`src/rtl/shot_seq_ctrl.sv`:
```
// Run controller for the DSP shot engine: clear buffers, fire start, watch for completion or stall.
// Optional run-length counter enabled by defining SHOT_SEQ_PERF_EN.
module shot_seq_ctrl #(
  parameter int NSHOT_WIDTH  = 32,
  parameter int TOUT_WIDTH   = 27,
  parameter int CLR_CYCLES   = 4,
  parameter int GUARD_CYCLES = 4,
  parameter int DRAIN_CYCLES = 16
) (
  input  logic                   clk,
  input  logic                   reset,
  input  logic                   cmd_start,
  input  logic                   cmd_abort,
  input  logic [NSHOT_WIDTH-1:0] cfg_nshot,
  input  logic [TOUT_WIDTH-1:0]  cfg_timeout,
  output logic                   stb_start,
  output logic [NSHOT_WIDTH-1:0] nshot,
  output logic                   resetacc,
  output logic                   stb_reset_bram_read,
  input  logic                   lastshotdone,
  input  logic [NSHOT_WIDTH-1:0] shotcnt,
  output logic                   busy,
  output logic                   done,
  output logic                   timeout_err,
  output logic                   aborted,
  output logic [NSHOT_WIDTH-1:0] shots_done,
  output logic [31:0]            run_cycles
);

  localparam logic [2:0] S_IDLE  = 3'd0;
  localparam logic [2:0] S_CLEAR = 3'd1;
  localparam logic [2:0] S_ARM   = 3'd2;
  localparam logic [2:0] S_RUN   = 3'd3;
  localparam logic [2:0] S_DRAIN = 3'd4;
  localparam logic [2:0] S_DONE  = 3'd5;

  logic [2:0]             r_state;
  logic [7:0]             r_cnt;
  logic                   r_lsd_prev;
  logic [NSHOT_WIDTH-1:0] r_shotcnt_prev;
  logic [TOUT_WIDTH-1:0]  r_wd;
  logic [TOUT_WIDTH-1:0]  r_tout;
  logic [NSHOT_WIDTH-1:0] r_nshot;
  logic [NSHOT_WIDTH-1:0] r_shots_done;
  logic                   r_stb_start;
  logic                   r_clr;
  logic                   r_busy;
  logic                   r_done;
  logic                   r_tout_err;
  logic                   r_aborted;

  logic                   w_active;
  logic                   w_guard_done;
  logic                   w_edge;
  logic                   w_shot_chg;
  logic [TOUT_WIDTH-1:0]  w_wd_inc;
  logic                   w_wd_fire;

  assign w_active     = (r_state != S_IDLE) && (r_state != S_DONE);
  assign w_guard_done = (r_cnt == 8'(GUARD_CYCLES));
  // r_lsd_prev is held at 0 through the guard, so a level already high at expiry reads as an edge
  assign w_edge       = w_guard_done && lastshotdone && !r_lsd_prev;
  assign w_shot_chg   = (shotcnt != r_shotcnt_prev);
  assign w_wd_inc     = (&r_wd) ? r_wd : r_wd + 1'b1;
  assign w_wd_fire    = (r_tout != '0) && !w_shot_chg && (w_wd_inc == r_tout);

  always_ff @(posedge clk or posedge reset) begin
    if (reset) begin
      r_state        <= S_IDLE;
      r_cnt          <= '0;
      r_lsd_prev     <= 1'b0;
      r_shotcnt_prev <= '0;
      r_wd           <= '0;
      r_tout         <= '0;
      r_nshot        <= '0;
      r_shots_done   <= '0;
      r_stb_start    <= 1'b0;
      r_clr          <= 1'b0;
      r_busy         <= 1'b0;
      r_done         <= 1'b0;
      r_tout_err     <= 1'b0;
      r_aborted      <= 1'b0;
    end else begin
      r_stb_start <= 1'b0;
      if (r_state == S_RUN) r_shots_done <= shotcnt + 1'b1;
      if (w_active && cmd_abort) begin
        r_aborted <= 1'b1;
        r_done    <= 1'b1;
        r_busy    <= 1'b0;
        r_clr     <= 1'b0;
        r_state   <= S_DONE;
      end else begin
        case (r_state)
          S_IDLE, S_DONE: begin
            if (cmd_start) begin
              r_tout_err   <= 1'b0;
              r_aborted    <= 1'b0;
              r_shots_done <= '0;
              r_nshot      <= cfg_nshot;
              r_tout       <= cfg_timeout;
              r_cnt        <= '0;
              if (cfg_nshot == '0) begin
                r_done  <= 1'b1;
                r_busy  <= 1'b0;
                r_state <= S_DONE;
              end else begin
                r_done  <= 1'b0;
                r_busy  <= 1'b1;
                r_clr   <= 1'b1;
                r_state <= S_CLEAR;
              end
            end
          end
          S_CLEAR: begin
            if (r_cnt == 8'(CLR_CYCLES - 1)) begin
              r_clr       <= 1'b0;
              r_stb_start <= 1'b1;
              r_cnt       <= '0;
              r_state     <= S_ARM;
            end else begin
              r_cnt <= r_cnt + 8'd1;
            end
          end
          S_ARM: begin
            r_cnt          <= '0;
            r_wd           <= '0;
            r_lsd_prev     <= 1'b0;
            r_shotcnt_prev <= shotcnt;
            r_state        <= S_RUN;
          end
          S_RUN: begin
            r_shotcnt_prev <= shotcnt;
            r_wd           <= w_shot_chg ? '0 : w_wd_inc;
            if (!w_guard_done) begin
              r_cnt      <= r_cnt + 8'd1;
              r_lsd_prev <= 1'b0;
            end else begin
              r_lsd_prev <= lastshotdone;
            end
            // completion beats a watchdog expiry in the same cycle
            if (w_edge) begin
              r_cnt   <= '0;
              r_state <= S_DRAIN;
            end else if (w_wd_fire) begin
              r_tout_err <= 1'b1;
              r_done     <= 1'b1;
              r_busy     <= 1'b0;
              r_state    <= S_DONE;
            end
          end
          S_DRAIN: begin
            if (r_cnt == 8'(DRAIN_CYCLES - 1)) begin
              r_done  <= 1'b1;
              r_busy  <= 1'b0;
              r_state <= S_DONE;
            end else begin
              r_cnt <= r_cnt + 8'd1;
            end
          end
          default: r_state <= S_IDLE;
        endcase
      end
    end
  end

`ifdef SHOT_SEQ_PERF_EN
  logic [31:0] r_run_cycles;
  always_ff @(posedge clk or posedge reset) begin
    if (reset) begin
      r_run_cycles <= '0;
    end else if (!w_active && cmd_start) begin
      r_run_cycles <= '0;
    end else if (w_active && (r_run_cycles != 32'hFFFF_FFFF)) begin
      r_run_cycles <= r_run_cycles + 32'd1;
    end
  end
  assign run_cycles = r_run_cycles;
`else
  assign run_cycles = '0;
`endif

  assign stb_start           = r_stb_start;
  assign nshot               = r_nshot;
  assign resetacc            = r_clr;
  assign stb_reset_bram_read = r_clr;
  assign busy                = r_busy;
  assign done                = r_done;
  assign timeout_err         = r_tout_err;
  assign aborted             = r_aborted;
  assign shots_done          = r_shots_done;

endmodule

```
`config.mk`:
```
export PLATFORM = sky130hd
export DESIGN_NAME = shot_seq_ctrl
export DESIGN_NICKNAME = d
export VERILOG_FILES = /design/src/rtl/shot_seq_ctrl.sv
export SDC_FILE = /design/constraint.sdc
export NUM_CORES = 1
export LEC_CHECK = 0
export ABC_AREA = 1
export BUFFER_PORTS_ARGS = -buffer_cell sky130_fd_sc_hd__buf_2
export CORE_MARGIN = 10
export CORE_UTILIZATION = 55
export CTS_CLUSTER_DIAMETER = 100
export DETAILED_ROUTE_END_ITERATION = 10
export GPL_TIMING_DRIVEN = 0
export PLACE_DENSITY_LB_ADDON = 0.1
export SLEW_MARGIN = 10
export SYNTH_ARGS = -nofsm -noshare
export SYNTH_HDL_FRONTEND = slang
export SYNTH_SLANG_ARGS = --single-unit
```
`constraint.sdc`:
```
create_clock -name clk -period 6.72 [get_ports clk]
set_input_delay 0.336 -clock clk [delete_from_list [all_inputs] [get_ports clk]]
set_output_delay 0.336 -clock clk [all_outputs]
set_load 0.02 [all_outputs]
```
==> flow_summary.toml <==
[power_and_ir_drop]
power_w = 0.00451
power.leakage_nw = 5.81
p_per_area_nw_per_um2 = 398
vdd_drop_max_v = 0.000227

[clock_tree]
htreeDepth = 4
cts_hold_buf = 0
ctsResizeCount = 0
post-cts-setup-buffers = 0
cts.clk_slew.worst_paths_ps = 70
cts_root_buf = "clkbuf_16"
worstSkewPairLatency_ps = 440
cts_sinks = 168
cts_buffers = 17
clockBufferDepth = 2
cts_tree = "yes"

[sta]
fin_crit_ps = 3090
setup-tns-final_ps = 0
fmaxAchievable_mhz = 324
timing.final.crit_share_pct = 45.9
drv_slew = 0
finalSetupViolCount = 0
tightestPinTransition_ps = 1040
rsz0062_at_grt = "no"
fin_worst_skew_ps = 9.51
finalHoldViolations = 0
slew_headroom_pct = 30.0

[routing]
dr.pass1.iters = 5
initialDrtViolationCount = 563
ant_nets = 0
totalWireLength_microns = 27900
via_per_inst = 5.21
wl_per_cell_microns = 16.1
num_vias = 8995
route.detailed.drc = 0

[critical_path]
rr_startpoint = "r_wd[0]$_DFFE_PP0P_"
cp-start-kind = "register"
endpoint_kind = "register"
crit_required_ps = 7030
rrSetupSlack_ps = 3630
reg2reg_depth = 17
path_class = "register to register"
arrival_ps = 3400
crit_path_max_fanout = 10
r2r-end = "r_state[0]$_DFFE_PP0P_"

[hold_path]
holdCritPathClass = "primary input to asynchronous set/reset pin"

[cells_and_area]
fin_nets = 1593
layout_commonest_cell = "nand2_1"
syn_to_final_growth_pct = 19.7
finalInstanceArea_sq_um = 11300
drive_above_1_share_pct = 16.8
final_cell_mix = "nand2_1, inv_1, dfrtp_1, buf_2, o21ai_0"
num-fill-cells = 1523

[floorplan]
die_x_microns = 151
io-pin-count = 199
initial_core_util_pct = 56.6
die-area_sq_um = 22800
num_rows = 47
die_y_microns = 151
core_sq_um = 16700

[placed_design]
port_buffers = 164
dpl-instance-area_sq_um = 10700
gp_congestion = 0.940
dpl.hpwl_microns = 21400

[global_routing]
grt_max_degree = 99
first_global_vias = 8863
antenna_found_initial = 3
grt_pass1_wl_microns = 43900
grt_usage_pct = 24.1
gr-total-overflow = 0

[yosys]
synth_cells = 1278
yosysUniqueCellTypes = 38
ys.warnings.count = 0
synth-seq-cells = 168
syn-cell-area_sq_um = 9460
syn_area_per_cell_sq_um = 7.40
yosysSeqAreaShare_pct = 44.5

[outcome]
status = "finished clean"

[flow_run]
drv_cap = 0
==> cell usage after synthesis <==
cell         n  share of area (%)
nand2_2      4               0.26
or2_0        1              0.066
buf_2        2               0.11
nor2_8       1               0.21
o21ai_0    140                7.4
nand3_1     67                3.5
nor3b_1      4               0.32
o211ai_1     1              0.079
or2_2        1              0.066
nand4_1     29                1.9
dfrtp_1    168                 44
clkbuf_1    36                1.4
ha_1         4               0.53
nand3_2      1               0.11
xnor2_1     33                3.1
xor2_1      29                2.7
nor4_2       1               0.13
o22ai_1     17                1.1
a2111oi_0    1              0.093
nor2_2       2               0.13
a31oi_1      4               0.26
nand2_1    347                 14
nor2_4       2               0.24
conb_1       1              0.040
nor3_1      29                1.5
o21ai_2      1              0.093
nor4_1       7               0.46
buf_6        1               0.12
inv_1      170                6.7
o21ai_1      5               0.26
nor2_1      92                3.7
a21oi_1     35                1.9
nand3b_1     1              0.079
and3_1       1              0.066
inv_2        4               0.16
a211oi_1     1              0.079
nand2_4      2               0.24
buf_4       33                2.6
==> per-layer routing <==
metal | GRT usage [%] | up-vias | wire [microns]
met4 | 7.84 | 4 | 498
met3 | 5.67 | 49 | 1880
met2 | 41.5 | 268 | 14100
li1 | - | 4459 | -
met5 | 0 | - | 23
met1 | 29.1 | 4215 | 11400
==> critical path: stages, from the launching register on <==
cell	delay [ps]
dfrtp_1	500
ha_1	340
inv_1	110
nor2_4	180
nand2_4	110
nor2_8	180
nand2_4	110
buf_2	210
nand3_1	130
nand2_1	60
nor2_1	190
nand3_1	180
nor2_1	160
nand2_1	140
nand3_2	110
nand2_2	90
nand2_1	80
o21ai_1	70
==> how the worst max path moves through the flow <==
stage,endpoint,start,cells after the start,slack [ps]
after detailed placement,done$_DFFE_PP0P_,r_wd[0]$_DFFE_PP0P_,17,3700
after global routing,r_state[0]$_DFFE_PP0P_,r_wd[0]$_DFFE_PP0P_,17,3390
after CTS,r_state[0]$_DFFE_PP0P_,r_wd[0]$_DFFE_PP0P_,17,3680
final,r_state[0]$_DFFE_PP0P_,r_wd[0]$_DFFE_PP0P_,17,3630
after global placement,shots_done[27]$_DFF_PP0_,reset,2,-240
after floorplan,aborted$_DFFE_PP0P_,reset,1,1840
==> flip-flops by register name (all words and copies together), names as in the netlist <==
signal and count:
nshot 32, r_shotcnt_prev 32, shots_done 32, r_tout 27
r_wd 27, r_cnt 8, r_state 3, aborted 1
busy 1, done 1, r_lsd_prev 1, resetacc 1
stb_start 1, timeout_err 1
==> through the flow <==
| step | std cells | utilization, % | hold WS (ps) | worst slack, ps |
|---|---|---|---|---|
| after floorplan | 1309 | - | 420 | 1840 |
| after global routing | 1727 | 67.8 | 80.9 | 3390 |
| after global placement | 1693 | 63.9 | 454 | -237 |
| after detailed placement | 1694 | 64.1 | 456 | 3700 |
| after CTS | 1726 | 67.8 | 54.2 | 3680 |
| final | 1728 | 67.8 | 28.3 | 3630 |
==> cells by family (layout without fill, tap and decap cells) <==
group                      Yosys count  in the layout  share of synthesized area (%)
buffers and inverters              246            443                           11.2
adders and majority gates            4              4                          0.529
other                                1             34                         0.0396
and+or+nand+nor                    592            592                           26.8
xor gates and xnor gates            62             62                           5.74
DFF                                168            168                           44.5
AOI/OAI and AO/OA                  205            205                           11.3
==> area by class of cell <==
cell class,instances,area (sq um),area share (%)
Clock buffer,17,425,3.76
Multi-Input combinational cell,895,4310,38.1
Tap cell,220,275,2.43
Inverter,174,661,5.83
Sequential cell,168,4200,37.1
Buffer,72,404,3.57
Antenna cell,2,5.00,0.0442
Timing Repair Buffer,165,848,7.49
Clock inverter,15,188,1.66
==> where the power goes <==
part	total [W]	internal (W)	switching, W
Combinational	0.00182	0.000622	0.00120
Clock	0.00103	0.000565	0.000463
Sequential	0.00165	0.00141	0.000247
Total	0.00451	0.00259	0.00191
Note: power is estimated with default switching activity, not from simulation.
